**config.mk**
```make
export PLATFORM = sky130hd
export DESIGN_NAME = blackparrot_fpga_host_csr
export DESIGN_NICKNAME = d
export VERILOG_FILES = /design/src/rtl/blackparrot_fpga_host_csr.sv
export SDC_FILE = /design/constraint.sdc
export NUM_CORES = 1
export LEC_CHECK = 0
export BUFFER_PORTS_ARGS = -buffer_cell sky130_fd_sc_hd__clkbuf_2
export CORE_MARGIN = 1
export CORE_UTILIZATION = 40
export CTS_BUF_LIST = sky130_fd_sc_hd__clkbuf_4
export CTS_CLUSTER_SIZE = 20
export DETAILED_ROUTE_END_ITERATION = 7
export PLACE_DENSITY = 0.66
export SLEW_MARGIN = 40
export SYNTH_ARGS = -nofsm -noshare
export SYNTH_HDL_FRONTEND = slang
export SYNTH_SLANG_ARGS = --single-unit
```
**constraint.sdc**
```tcl
create_clock -name clk_i -period 4.9 [get_ports clk_i]
set_input_delay 0.735 -clock clk_i [delete_from_list [all_inputs] [get_ports clk_i]]
set_output_delay 0.735 -clock clk_i [all_outputs]
set_load 0.05 [all_outputs]
```
**src/rtl/blackparrot_fpga_host_csr.sv**
```systemverilog
`default_nettype none
// +--------------------------------------------------------------------------+
// | blackparrot_fpga_host_csr: CSR engine between host FIFO client and BP     |
// | host-side streams (NBF assembly, h2b/b2h MMIO buffers, W1C status).        |
// | Revision: 1.0                                                              |
// +--------------------------------------------------------------------------+
module blackparrot_fpga_host_csr #(
  parameter int csr_data_width_p   = 32,
  parameter int csr_addr_width_p   = 64,
  parameter int nbf_opcode_width_p = 8,
  parameter int nbf_addr_width_p   = 64,
  parameter int nbf_data_width_p   = 64,
  parameter int h2b_els_p          = 4,
  parameter int b2h_els_p          = 16
) (
  input  logic                                  clk_i,
  input  logic                                  reset_i,
  input  logic                                  csr_v_i,
  input  logic                                  csr_w_i,
  input  logic [csr_addr_width_p-1:0]           csr_addr_i,
  input  logic [csr_data_width_p-1:0]           csr_data_i,
  input  logic [csr_data_width_p/8-1:0]         csr_wmask_i,
  output logic                                  csr_ready_and_o,
  output logic [csr_data_width_p-1:0]           csr_data_o,
  output logic                                  csr_v_o,
  input  logic                                  csr_ready_and_i,
  output logic [nbf_opcode_width_p+nbf_addr_width_p+nbf_data_width_p-1:0] nbf_o,
  output logic                                  nbf_v_o,
  input  logic                                  nbf_ready_and_i,
  output logic [csr_data_width_p-1:0]           h2b_data_o,
  output logic                                  h2b_v_o,
  input  logic                                  h2b_ready_and_i,
  input  logic [csr_data_width_p-1:0]           b2h_data_i,
  input  logic                                  b2h_v_i,
  output logic                                  b2h_ready_and_o
);

  localparam int nbf_width_lp     = nbf_opcode_width_p + nbf_addr_width_p + nbf_data_width_p;
  localparam int nbf_flits_lp     = (nbf_width_lp + csr_data_width_p - 1) / csr_data_width_p;
  localparam int nbf_buf_w_lp     = nbf_flits_lp * csr_data_width_p;
  localparam int idx_w_lp         = $clog2(nbf_flits_lp);
  localparam int cnt_w_lp         = $clog2(b2h_els_p + 1);
  localparam int b2h_ptr_w_lp     = $clog2(b2h_els_p);
  localparam int h2b_cnt_w_lp     = $clog2(h2b_els_p + 1);
  localparam int h2b_ptr_w_lp     = $clog2(h2b_els_p);

  typedef enum logic [1:0] {
    ST_IDLE     = 2'd0,
    ST_RESP     = 2'd1,
    ST_NBF_SEND = 2'd2
  } state_e;

  state_e                        state_r;
  logic [idx_w_lp-1:0]           flit_idx_r;
  logic [nbf_buf_w_lp-1:0]       nbf_buf_r;
  logic                          bad_addr_r;
  logic                          underflow_r;
  logic [csr_data_width_p-1:0]   resp_data_r;

  logic [csr_data_width_p-1:0]   h2b_mem [h2b_els_p];
  logic [h2b_ptr_w_lp-1:0]       h2b_rd_ptr_r;
  logic [h2b_ptr_w_lp-1:0]       h2b_wr_ptr_r;
  logic [h2b_cnt_w_lp-1:0]       h2b_cnt_r;

  logic [csr_data_width_p-1:0]   b2h_mem [b2h_els_p];
  logic [b2h_ptr_w_lp-1:0]       b2h_rd_ptr_r;
  logic [b2h_ptr_w_lp-1:0]       b2h_wr_ptr_r;
  logic [cnt_w_lp-1:0]           b2h_cnt_r;

  logic [7:0] addr_lo;
  logic is_nbf, is_h2b, is_cnt, is_b2h, is_status, unmapped;
  logic accept, rd_accept, nbf_wr, last_flit, h2b_push, h2b_pop, h2b_full;
  logic status_w1c, bad_set, underflow_set;
  logic b2h_full, b2h_empty, b2h_enq, b2h_pop, b2h_pop_req;
  logic [csr_data_width_p-1:0] status_word;
  logic [csr_data_width_p-1:0] rd_data;
  logic unused_bits;

  assign addr_lo   = csr_addr_i[7:0];
  assign is_nbf    = (addr_lo == 8'h00);
  assign is_h2b    = (addr_lo == 8'h04);
  assign is_cnt    = (addr_lo == 8'h08);
  assign is_b2h    = (addr_lo == 8'h0C);
  assign is_status = (addr_lo == 8'h10);
  assign unmapped  = ~(is_nbf | is_h2b | is_cnt | is_b2h | is_status);

  // Ready is a function of registered state only, never of the request itself.
  assign h2b_full        = (h2b_cnt_r == h2b_cnt_w_lp'(h2b_els_p));
  assign csr_ready_and_o = (state_r == ST_IDLE) & ~h2b_full;
  assign accept          = csr_v_i & csr_ready_and_o;
  assign rd_accept       = accept & ~csr_w_i;

  assign nbf_wr     = accept & csr_w_i & is_nbf;
  assign last_flit  = (flit_idx_r == idx_w_lp'(nbf_flits_lp - 1));
  assign h2b_push   = accept & csr_w_i & is_h2b;
  assign status_w1c = accept & csr_w_i & is_status;
  assign bad_set    = accept & (unmapped | (~csr_w_i & (is_nbf | is_h2b)));

  assign b2h_empty       = (b2h_cnt_r == '0);
  assign b2h_full        = (b2h_cnt_r == cnt_w_lp'(b2h_els_p));
  assign b2h_ready_and_o = ~b2h_full;
  assign b2h_enq         = b2h_v_i & ~b2h_full;
  assign b2h_pop_req     = rd_accept & is_b2h;
  assign b2h_pop         = b2h_pop_req & ~b2h_empty;
  assign underflow_set   = b2h_pop_req & b2h_empty;

  assign h2b_v_o    = (h2b_cnt_r != '0);
  assign h2b_data_o = h2b_mem[h2b_rd_ptr_r];
  assign h2b_pop    = h2b_v_o & h2b_ready_and_i;

  assign csr_v_o    = (state_r == ST_RESP);
  assign nbf_v_o    = (state_r == ST_NBF_SEND);
  assign csr_data_o = resp_data_r;
  assign nbf_o      = nbf_buf_r[nbf_width_lp-1:0];

  assign unused_bits = ^{csr_wmask_i, csr_addr_i[csr_addr_width_p-1:8]};

  generate
    if (nbf_buf_w_lp > nbf_width_lp) begin : g_pad
      logic unused_pad;
      assign unused_pad = ^nbf_buf_r[nbf_buf_w_lp-1:nbf_width_lp];
    end
  endgenerate

  always_comb begin
    status_word = '0;
    status_word[0] = bad_addr_r;
    status_word[1] = underflow_r;
    status_word[2 +: idx_w_lp] = flit_idx_r;
  end

  always_comb begin
    rd_data = '0;
    if (is_cnt) begin
      rd_data[cnt_w_lp-1:0] = b2h_cnt_r;
    end else if (is_b2h && !b2h_empty) begin
      rd_data = b2h_mem[b2h_rd_ptr_r];
    end else if (is_status) begin
      rd_data = status_word;
    end
  end

  always_ff @(posedge clk_i) begin
    if (reset_i) begin
      state_r     <= ST_IDLE;
      flit_idx_r  <= '0;
      nbf_buf_r   <= '0;
      bad_addr_r  <= 1'b0;
      underflow_r <= 1'b0;
      resp_data_r <= '0;
    end else begin
      case (state_r)
        ST_IDLE: begin
          if (rd_accept) begin
            state_r     <= ST_RESP;
            resp_data_r <= rd_data;
          end else if (nbf_wr && last_flit) begin
            state_r <= ST_NBF_SEND;
          end
        end
        ST_RESP:     if (csr_ready_and_i) state_r <= ST_IDLE;
        ST_NBF_SEND: if (nbf_ready_and_i) state_r <= ST_IDLE;
        default:     state_r <= ST_IDLE;
      endcase

      if (nbf_wr) begin
        nbf_buf_r[flit_idx_r*csr_data_width_p +: csr_data_width_p] <= csr_data_i;
        flit_idx_r <= last_flit ? '0 : flit_idx_r + 1'b1;
      end

      // A new error in the same cycle as its W1C wins over the clear.
      bad_addr_r  <= (bad_addr_r  & ~(status_w1c & csr_data_i[0])) | bad_set;
      underflow_r <= (underflow_r & ~(status_w1c & csr_data_i[1])) | underflow_set;
    end
  end

  always_ff @(posedge clk_i) begin
    if (h2b_push) h2b_mem[h2b_wr_ptr_r] <= csr_data_i;
    if (b2h_enq)  b2h_mem[b2h_wr_ptr_r] <= b2h_data_i;
  end

  always_ff @(posedge clk_i) begin
    if (reset_i) begin
      h2b_rd_ptr_r <= '0;
      h2b_wr_ptr_r <= '0;
      h2b_cnt_r    <= '0;
    end else begin
      if (h2b_push)
        h2b_wr_ptr_r <= (h2b_wr_ptr_r == h2b_ptr_w_lp'(h2b_els_p - 1)) ? '0 : h2b_wr_ptr_r + 1'b1;
      if (h2b_pop)
        h2b_rd_ptr_r <= (h2b_rd_ptr_r == h2b_ptr_w_lp'(h2b_els_p - 1)) ? '0 : h2b_rd_ptr_r + 1'b1;
      case ({h2b_push, h2b_pop})
        2'b10:   h2b_cnt_r <= h2b_cnt_r + 1'b1;
        2'b01:   h2b_cnt_r <= h2b_cnt_r - 1'b1;
        default: h2b_cnt_r <= h2b_cnt_r;
      endcase
    end
  end

  always_ff @(posedge clk_i) begin
    if (reset_i) begin
      b2h_rd_ptr_r <= '0;
      b2h_wr_ptr_r <= '0;
      b2h_cnt_r    <= '0;
    end else begin
      if (b2h_enq)
        b2h_wr_ptr_r <= (b2h_wr_ptr_r == b2h_ptr_w_lp'(b2h_els_p - 1)) ? '0 : b2h_wr_ptr_r + 1'b1;
      if (b2h_pop)
        b2h_rd_ptr_r <= (b2h_rd_ptr_r == b2h_ptr_w_lp'(b2h_els_p - 1)) ? '0 : b2h_rd_ptr_r + 1'b1;
      case ({b2h_enq, b2h_pop})
        2'b10:   b2h_cnt_r <= b2h_cnt_r + 1'b1;
        2'b01:   b2h_cnt_r <= b2h_cnt_r - 1'b1;
        default: b2h_cnt_r <= b2h_cnt_r;
      endcase
    end
  end

endmodule
`default_nettype wire

```
* Word level (Yosys, flattened, before mapping)
Memories as Yosys holds them, arrays and structs flattened. A register that Yosys moved wholly into a read port is not among the register bits.
Index checks and enable logic that the tools add are counted.
** Word-level totals
- Register bits :: 219
- RAM bits :: 640
- Input port bits :: 140
- Output and inout port bits :: 205
- Word-level logic and storage cells :: 114
- Memories :: 2
** Memory list
- b2h_mem :: words 16, bits a word 32, rd ports 1, clocked after Yosys merged registers in 1, wr ports 1, RTL line 65 : logic [csr_data_width_p-1:0] b2h_mem [b2h_els_p];
- h2b_mem :: words 4, bits a word 32, rd ports 1, clocked after Yosys merged registers in 1, wr ports 1, RTL line 60 : logic [csr_data_width_p-1:0] h2b_mem [h2b_els_p];
** Operators by class
- $add $sub $neg :: 10
- Equal/unequal tests :: 20
- Shifts and indexed selects :: 2
- Multiplexer cells :: 25
- Bitwise gates (word level) :: 32
- Reduce and logical (&&, ||, !) cells :: 11
** Operators by type and width (count)
- $bwmux 160 :: 1
- $shift 32x34->160 const A :: 1
- $shiftx 32x34->160 :: 1
- $neg 8->34 :: 1
- $mux 32 :: 1
- $mux 27 :: 1
- $and 1x1->1 :: 18
- $eq 8x4->1 const B :: 2
- $mux 2 :: 8
- $mux 4 :: 4
- $eq 2x2->1 const B :: 5
- $mux 5 :: 2
- $pmux 5 s2 :: 1
- $add 4x1->4 const B :: 2
- $eq 4x4->1 const B :: 2
- $eq 8x3->1 const B :: 1
- $eq 8x5->1 const B :: 1
- $logic_not 8->1 :: 1
- $not 1->1 :: 7
- $or 1x1->1 :: 7
- $add 3x1->3 const B :: 2
- $eq 2x1->1 const B :: 3
- $eq 3x3->1 const B :: 2
- $pmux 2 s3 :: 1
- 18 further kinds :: 25

* Depth between registers and ports, before layout
Gate-level depths: netlist of run 1.
- Word-level depth :: 10
- Mapped depth :: 14

* Least setup slack after synthesis of run 1
OpenSTA, ideal clock, no wires.
- Kind :: input-to-reg
- Start point :: input b2h_v_i
- End point :: memory b2h_mem[3][0] (enable)
- Library setup time :: 0.461 ns
- Arrival time :: 3.625 ns
- Data required time :: 4.439 ns
- Path slack :: 0.814 ns
- Cell stages on the path :: 3
- Path through :: a21boi_1 > nand2_1 > nor3_1
** On the way
- Longest elaborated chain between the ends :: 3
** RTL lines
- start, declared :: RTL line 34 : input logic b2h_v_i,
- $and 1x1->1 :: RTL line 102 : assign b2h_enq = b2h_v_i & ~b2h_full;
- $mux 1 :: RTL line 179 : if (b2h_enq) b2h_mem[b2h_wr_ptr_r] <= b2h_data_i;
- $mux 1 (not written as such) :: RTL line 179
- end, declared :: RTL line 65
Every way passes these cells.

* Worst setup path in the final report of run 1
- Start point :: register flit_idx_r[0]
- End point :: register nbf_buf_r[134]
** On the way
- Longest elaborated chain between the ends :: 3
- Elaborated cells between the ends (all ways) :: 4
- Classes of those cells :: 1 x add/sub; 2 x shift; 1 x mux
** RTL lines
- start, declared :: RTL line 54 : logic [idx_w_lp-1:0] flit_idx_r;
- start signal, assigned :: RTL line 168 : flit_idx_r <= last_flit ? '0 : flit_idx_r + 1'b1;
- $neg 8->34 (*) :: RTL line 167 : nbf_buf_r[flit_idx_r*csr_data_width_p +: csr_data_width_p] <= csr_data_i;
- $shiftx 32x34->160 / $shift 32x34->160 (equally long branches) :: RTL line 167
- $bwmux 160 (*) :: RTL line 167
- end signal, assigned by index :: RTL line 167
- end, declared :: RTL line 55 : logic [nbf_buf_w_lp-1:0] nbf_buf_r;
Mark *: on every way between the ends. The rest lies on a longest branch, timed or not.
A chain may end at the register's enable or synchronous reset.

==> flow_metrics.tcl, run 1 <==
set metrics [dict create \
    status "finished clean" \
    drv_slew 0 \
    cts_resized 0 \
    synth_largest_area_cell "edfxtp_1" \
    syn_area_sq_mm 0.03186 \
    yosys_warnings 0 \
    cts_tree "done" \
    vias_per_cell 5.346 \
    syn_area_per_cell_sq_um 16.81 \
    crit_required_ns 5.81 \
    layout-drive-gt1-share 0.3516 \
    fin_skew_ns 0.08099 \
    clock.fmax_mhz 275.1 \
    powerDensity_mw_per_mm2 370.4 \
    finalHoldViolations 0 \
    rr_startpoint "flit_idx_r[0]" \
    fillers 6670 \
    grt_first_pass_wirelength_um 121000 \
    fin_ws_ns 1.265 \
    synth_commonest_cells "edfxtp_1, dfxtp_1, nand2_1, a21oi_1, mux4_2" \
    grtUsageTotal 0.2000 \
    worstSetupEndpointType "flop" \
    insertion_delay_ns 1.05 \
    gp_congestion 0.8216 \
    met3_length_um 6660 \
    worst_slew_pin_slew_ns 0.8562 \
    min_period_ns 3.635 \
    critPathLaunchType "flop" \
    syn-num-nets 2058 \
    grt-ovfl-total 0 \
    dp_slack_ns 0.8578 \
    worstPathMaxFanout 16 \
    synth_top_area_frac 0.6032 \
    initial_core_util 0.4040 \
    wl_met1_um 32080 \
    crit_start "flit_idx_r[0]" \
    post_cts_buffers 0 \
    rows 103 \
    hold_class "input pin to flop" \
    setup_tns_ns 0 \
    max_slew_margin 0.4279 \
    synthArstFlopShare 0 \
    grt_pass1_vias 19830 \
    synth.top_cells.by_area "edfxtp_1, dfxtp_1, mux4_2" \
    synth_edf_count 640 \
    clock-root-buffer "clkbuf_4" \
    io_buffers 284 \
    die-width_um 284.2 \
    ys_ff_latch 841 \
    die_h_um 284.2 \
    rsz0062_at_grt "no" \
    io_pins 345 \
    clock_path_buffers 3 \
    wirelength_um 81070 \
    holdBufCountCts 62 \
    criticalPathCategory "flop to flop" \
    dieArea_sq_mm 0.08079 \
    dr.first_iter.drc_count 1623 \
    synth_seq_area_share 0.7295 \
    p_leak_uw 0.01316 \
    drc 0 \
    wl_per_cell_um 22.43 \
    grt_start_max_net_pins 95 \
    postSynthCellCount 1895 \
    cts.sinks 841 \
    whs_ns 0.1414 \
    ys_types 57 \
    antenna_found_initial 5 \
    cts_made_buffers 204 \
    ant_nets 0 \
    ys.flop_type "edfxtp_1" \
    via_count 19320 \
    cts.clk_slew.worst_paths_ns 0.07 \
    worst_ep_arrival_time_ns 4.54 \
    htree_levels 4 \
    final-setup-viol-count 0 \
    final_net_count 2544 \
    route.met2.wl_um 40770 \
    max-cap-violations 0 \
    post-route-period-util 0.7419 \
    firstDrtPassIters 5 \
    hold_path.startpoint "b2h_data_i[0]" \
    ir_worst_vdd_mv 0.2474 \
    dp_hpwl_um 49120 \
    syn_to_final_growth_pct 20.40 \
    finalPower_uw 14210 \
    core-area_sq_mm 0.07887 \
    yosysMostFrequentCell "edfxtp_1" \
    top_layer "met5" \
]
cell type report:
type,instances,area [sq um],share of cell area
multi-input cells,912,8148,0.2124
clock buffers,324,2432,0.06340
inverters,20,75.07,0.001957
diodes,4,10.01,0.0002609
well taps,1050,1314,0.03425
repair buffers,402,2686,0.07002
flip-flops and latches,841,23260,0.6063
clock inverters,61,436.7,0.01138
stage by stage:
| step | area (sq um) | std cells | utilization |
|---|---|---|---|
| finish | 38360 | 3614 | 0.4864 |
| global route | 38360 | 3612 | 0.4863 |
| CTS | 38320 | 3609 | 0.4859 |
| detailed placement | 34830 | 3162 | 0.4416 |
| global placement | 34570 | 3153 | 0.4383 |
| floorplan | 31860 | 1895 | - |
cells by family (layout without fill, tap and decap cells):
kind of cell	Yosys count	count (layout)	synth area share
AO/OA/AOI/OAI	276	276	0.05266
flip-flops	841	841	0.7295
other	0	4	0
multiplexers	199	199	0.1255
adder cells (fa/ha/maj)	23	23	0.009268
XOR/XNOR	7	7	0.001924
buffers and inverters	142	807	0.01967
AND/OR/NAND/NOR	407	407	0.06154
worst max-delay path, cell delays in order (launching register included):
cell and delay, ns:
dfxtp_1 0.55, inv_1 0.20, ha_1 0.27, ha_1 0.36, nor3b_1 0.43, nor2b_1 0.59, nor4b_4 0.79, nor3b_1 0.11
a41o_1 0.23
cell usage in the layout, fill, tap and decap left out, drive strengths merged, types with 36 or more instances in the layout:
cell         count
dfxtp          201
nor2            46
clkinv          48
clkbuf         607
buf             57
nand2          165
mux2i           36
nand3           94
mux4           160
edfxtp         640
a21oi          162
dlygate4sd3     62
report_power, final:
part / leakage [uW] / total, uW / switching [uW] / internal (uW)
logic: 0.00407 / 377 / 255 / 122
clock network: 0.00169 / 6120 / 2830 / 3290
registers: 0.00740 / 7720 / 16.5 / 7700
sequential cells by signal, summed over array words and instances (netlist names), named ones only:
| register | cells |
|---|---|
| b2h_cnt_r | 5 |
| csr_data_o | 32 |
| b2h_mem | 512 |
| bad_addr_r | 1 |
| h2b_mem | 128 |
| state_r | 2 |
| nbf_buf_r | 136 |
| flit_idx_r | 3 |
| underflow_r | 1 |
| h2b_rd_ptr_r | 2 |
| h2b_cnt_r | 3 |
| b2h_rd_ptr_r | 4 |
| b2h_wr_ptr_r | 4 |
| h2b_wr_ptr_r | 2 |
path summary, 6_finish.rpt:
check                   endpoint  slack (ns)  cells past startpoint
hold reg to reg    nbf_buf_r[34]        0.45                      2
setup / recovery  nbf_buf_r[134]        1.26                      8
setup reg to reg  nbf_buf_r[134]        1.26                      8
hold / removal    b2h_mem[14][0]        0.14                      1
routing by layer:
| layer | vias to the layer above | global-route usage |
|---|---|---|
| li1 | 8554 | - |
| met4 | 2 | 0.06976 |
| met1 | 9676 | 0.2494 |
| met5 | - | 0 |
| met2 | 969 | 0.3406 |
| met3 | 119 | 0.04639 |
(Power assumes the default switching activity.)
==> run 2: changes to the inputs <==
==> constraint.sdc (replaced) <==
create_clock -name clk_i -period 3.4 [get_ports clk_i]
set_input_delay 0.51 -clock clk_i [delete_from_list [all_inputs] [get_ports clk_i]]
set_output_delay 0.51 -clock clk_i [all_outputs]
set_load 0.05 [all_outputs]
==> flow_metrics.tcl, run 2 (same netlist as run 1, synthesis figures left out) <==
set metrics [dict create \
    cts_tree "done" \
    fin_ws_ns 0.3693 \
    mostFrequentLayoutCells "edfxtp_1, clkbuf_4, clkbuf_2, dfxtp_1, nand2_1" \
    hold_path.startpoint "b2h_v_i" \
    finalPower_uw 20180 \
    worstPathMaxFanout 9 \
    critPathLaunchType "flop" \
    fillers 6703 \
    max-cap-violations 0 \
    post-route-period-util 0.8914 \
    status "finished clean" \
    max_slew_margin 0.4412 \
    clock_path_buffers 3 \
    firstDrtPassIters 5 \
    powerDensity_mw_per_mm2 523.8 \
    via_count 19390 \
    die-width_um 284.2 \
    final-setup-viol-count 0 \
    crit_start "b2h_cnt_r[1]" \
    dr.first_iter.drc_count 1655 \
    rsz0062_at_grt "no" \
    hold-path-endpoint "b2h_wr_ptr_r[1]" \
    grtUsageTotal 0.1990 \
    htree_levels 4 \
    wirelength_um 80280 \
    cts_made_buffers 207 \
    worstSetupEndpointType "flop" \
    cts.clk_slew.worst_paths_ns 0.07 \
    drc 0 \
    fin_skew_ns 0.07712 \
    grt_pass1_vias 19930 \
    finalHoldViolations 0 \
    regMostFlops "b2h_mem" \
    dp_slack_ns 0.1167 \
    io_pins 345 \
    layout-drive-gt1-share 0.3459 \
    regToRegSetupSlack_ns 0.37 \
    gp_congestion 0.8510 \
    whs_ns 0.2367 \
    largest_reg_flops 512 \
    worst_slew_pin_slew_ns 0.8382 \
    grt-ovfl-total 0 \
    min_path_cells 6 \
    insertion_delay_ns 1.01 \
    ant_nets 0 \
    grt_start_max_net_pins 69 \
    hold_class "input pin to flop" \
    ir_worst_vdd_mv 0.3284 \
    worst_ep_arrival_time_ns 3.92 \
    drv_slew 0 \
    wl_per_cell_um 22.04 \
    reg_top3 "b2h_mem (512), nbf_buf_r (136), h2b_mem (128)" \
    dp_hpwl_um 48710 \
    rows 103 \
    rr_worst_depth 11 \
    rr_endpoint "b2h_cnt_r[4]" \
    clock-root-buffer "clkbuf_4" \
    io_buffers 284 \
    die_h_um 284.2 \
    setup_tns_ns 0 \
    crit_required_ns 4.29 \
    clock.fmax_mhz 330.0 \
    vias_per_cell 5.322 \
    core-area_sq_mm 0.07887 \
    criticalPathCategory "flop to flop" \
    cts.sinks 841 \
    p_leak_uw 0.01320 \
    dieArea_sq_mm 0.08079 \
    final_net_count 2578 \
    initial_core_util 0.4040 \
    layout_commonest_cell "edfxtp_1" \
    rr_startpoint "b2h_cnt_r[1]" \
    min_period_ns 3.031 \
    antenna_found_initial 7 \
    grt_first_pass_wirelength_um 120400 \
    syn_to_final_growth_pct 20.94 \
]
[run 2: cell count changes in the layout (fill, tap and decap cells not counted), sizes merged]
cell and change:
inv -3, clkinvlp -1, bufinv -1, buf +12, dlygate4sd3 +19, clkbuf -15
clkinv +19, diode -1
[run 2: how the worst max path moves through the flow]
stage,to,cells past startpoint
final,b2h_cnt_r[4],11
after detailed placement,b2h_cnt_r[4],12
after global placement,b2h_cnt_r[4],12
after global routing,b2h_cnt_r[4],11
after floorplan,b2h_cnt_r[4],13
after CTS,h2b_data_o[12],3
[run 2: final cells by class]
type	count	area (sq um)	share of cell area
Clock buffer	309	2320	0.06020
Clock inverter	75	444.2	0.01153
Antenna cell	3	7.507	0.0001948
Tap cell	1050	1314	0.03409
Sequential cell	841	23260	0.6035
Timing Repair Buffer	433	2970	0.07709
Multi-Input combinational cell	912	8147	0.2114
Inverter	20	75.07	0.001948
[run 2: metal layers]
layer	global-route usage	vias up	share of wire
met5	0	-	0.00065
met4	0.07809	8	0.024
met3	0.04912	150	0.082
met2	0.3357	918	0.50
met1	0.2456	9676	0.40
li1	-	8636	-
[run 2: power breakdown]
| group | total [uW] | switching (uW) | internal [uW] | leakage [uW] |
|---|---|---|---|---|
| sequential | 11100 | 23.9 | 11100 | 0.00740 |
| clock | 8490 | 4010 | 4490 | 0.00164 |
| combinational | 564 | 376 | 189 | 0.00417 |
[run 2: timing repair]
action | in CTS | in global routing
hold buffers | 81 | 0
hold endpoints to repair | 793 | 0
setup buffers | 0 | 0
resized for setup | 0 | 0
[run 2: stage by stage]
stage / utilization / area [sq um] / cells
CTS: 0.4885 / 38530 / 3640
global placement: 0.4431 / 34950 / 3175
global route: 0.4886 / 38530 / 3643
detailed placement: 0.4431 / 34950 / 3175
finish: 0.4886 / 38530 / 3643
floorplan: - / 31880 / 1895
[run 2: worst max-delay path: stages, from the launching register on]
cell and delay (ns):
dfxtp_1 0.40, nor4_1 0.45, nand2b_1 0.19, and4_1 0.28, ha_1 0.22, xor2_1 0.15, ha_1 0.22, inv_1 0.07
o21ai_0 0.07, a21o_1 0.20, a221oi_1 0.32, mux2_2 0.37
==> run 3: changes to the inputs <==
--- a/config.mk
+++ b/config.mk
@@ -7,11 +7,12 @@
 export LEC_CHECK = 0
 export BUFFER_PORTS_ARGS = -buffer_cell sky130_fd_sc_hd__clkbuf_2
 export CORE_MARGIN = 1
-export CORE_UTILIZATION = 40
+export CORE_UTILIZATION = 50
 export CTS_BUF_LIST = sky130_fd_sc_hd__clkbuf_4
 export CTS_CLUSTER_SIZE = 20
 export DETAILED_ROUTE_END_ITERATION = 7
-export PLACE_DENSITY = 0.66
+export PLACE_DENSITY_LB_ADDON = 0.25
+export SETUP_SLACK_MARGIN = 0.5
 export SLEW_MARGIN = 40
 export SYNTH_ARGS = -nofsm -noshare
 export SYNTH_HDL_FRONTEND = slang
==> flow_metrics.tcl, run 3 (same netlist as run 1, synthesis figures left out) <==
set metrics [dict create \
    dieArea_sq_mm 0.06474 \
    dpl-instance-area_sq_mm 0.03467 \
    powerDensity_mw_per_mm2 525.8 \
    largest_reg_flops 512 \
    cts.sinks 841 \
    drc 0 \
    mostFrequentLayoutCells "edfxtp_1, clkbuf_4, clkbuf_2, dfxtp_1, nand2_1" \
    worst_slew_pin_slew_ns 0.6281 \
    rows 92 \
    status "finished clean" \
    critPathLaunchType "flop" \
    criticalPathCategory "flop to output port" \
    drv_slew 0 \
    path_cells "buf_4, buf_16, mux4_2, buf_8" \
    post-route-period-util 0.8678 \
    htree_levels 4 \
    firstDrtPassIters 7 \
    min_period_ns 2.950 \
    clock.fmax_mhz 338.9 \
    syn_to_final_growth_pct 21.84 \
    grt-ovfl-total 0 \
    worstSetupEndpointType "output port" \
    layout_commonest_cell "edfxtp_1" \
    wl_per_cell_um 23.01 \
    crit_required_ns 2.89 \
    worstPathMaxFanout 8 \
    gp_congestion 0.7947 \
    grt_first_pass_wirelength_um 116900 \
    cpPeakStageDelay_ns 0.54 \
    clock-root-buffer "clkbuf_4" \
    cts_made_buffers 206 \
    final-setup-viol-count 0 \
    worst_ep_arrival_time_ns 2.44 \
    hold_path.startpoint "b2h_v_i" \
    io_buffers 284 \
    reg_top3 "b2h_mem (512), nbf_buf_r (136), h2b_mem (128)" \
    core-area_sq_mm 0.06297 \
    grt_pass1_vias 19740 \
    cts_tree "done" \
    postLayoutCellArea_sq_mm 0.03882 \
    rsz0062_at_grt "yes" \
    layout-drive-gt1-share 0.3544 \
    die_h_um 254.4 \
    dp_slack_ns 0.2177 \
    cts.clk_slew.worst_paths_ns 0.06 \
    wirelength_um 79110 \
    ir_worst_vdd_mv 0.4300 \
    insertion_delay_ns 1.03 \
    via_count 19460 \
    fin_skew_ns 0.06804 \
    final_net_count 2577 \
    fin_ws_ns 0.4496 \
    grt_start_max_net_pins 110 \
    clock_path_buffers 3 \
    vias_per_cell 5.659 \
    p_leak_uw 0.01340 \
    dr.first_iter.drc_count 1621 \
    finalHoldViolations 0 \
    initial_core_util 0.5060 \
    antenna_found_initial 3 \
    hold_class "input pin to flop" \
    io_pins 345 \
    setup_tns_ns 0 \
    rr_startpoint "b2h_cnt_r[1]" \
    grtUsageTotal 0.2474 \
    ant_nets 0 \
    regMostFlops "b2h_mem" \
    max_slew_margin 0.5812 \
    max-cap-violations 0 \
    crit_slowest_cell "mux4_2" \
    die-width_um 254.4 \
    dp_hpwl_um 45000 \
    fillers 4640 \
]
## run 3: power breakdown
| group | internal [uW] | leakage, uW | switching, uW | total (uW) |
|---|---|---|---|---|
| Clock | 4750 | 0.00169 | 3970 | 8720 |
| Sequential | 11100 | 0.00740 | 24.9 | 11100 |
| Combinational | 194 | 0.00432 | 373 | 567 |
| Total | 16000 | 0.0134 | 4370 | 20400 |
## run 3: worst paths after layout
kind / end / slack (ns) / depth (start not counted)
worst max register to register: b2h_cnt_r[4] / 0.64 / 11
worst max-delay path: h2b_data_o[31] / 0.45 / 4
worst min-delay path: b2h_wr_ptr_r[0] / 0.13 / 5
worst min register to register: nbf_buf_r[87] / 0.45 / 2
## run 3: area by class of cell
cell class,instances,area (sq um),share of cell area
clock inverters,58,400.4,0.01031
repair buffers,433,3372,0.08686
well taps,846,1059,0.02727
clock buffers,326,2447,0.06304
multi-input cells,912,8204,0.2113
inverters,20,75.07,0.001934
flip-flops and latches,841,23260,0.5991
diodes,2,5.005,0.0001289
## run 3: metal layers
layer,vias up,global-route usage,routed length [um]
met4,2,0.1024,2194
met1,9876,0.3027,30820
met5,-,0,13
met2,800,0.4201,40230
li1,8634,-,-
met3,144,0.06134,5852
## run 3: timing repair
item,4_1_cts,5_1_grt
hold endpoints to repair,811,0
hold buffers,79,0
gates cloned,3,0
setup endpoints to repair,41,40
buffers inserted,5,0
gates resized for setup,73,36
## run 3: metrics by stage
stage / utilization / power [uW] / instances / hold slack, ns
6_report: 0.6165 / 20410 / 3438 / 0.1304
5_1_grt: 0.6165 / 21230 / 3438 / 0.08748
4_1_cts: 0.6156 / 20630 / 3436 / 0.01435
3_5_place_dp: 0.5507 / 11830 / 2965 / 0.4439
3_3_place_gp: 0.5507 / 11810 / 2965 / 0.4371
2_1_floorplan: - / 11540 / 1895 / 0.4500
## run 3: worst max-delay path: cells and delay by family (launching register included)
kind                   cells  cell delay (ns)
multiplexers               1             0.54
buffers and inverters      3             0.49
flip-flops                 1             0.40
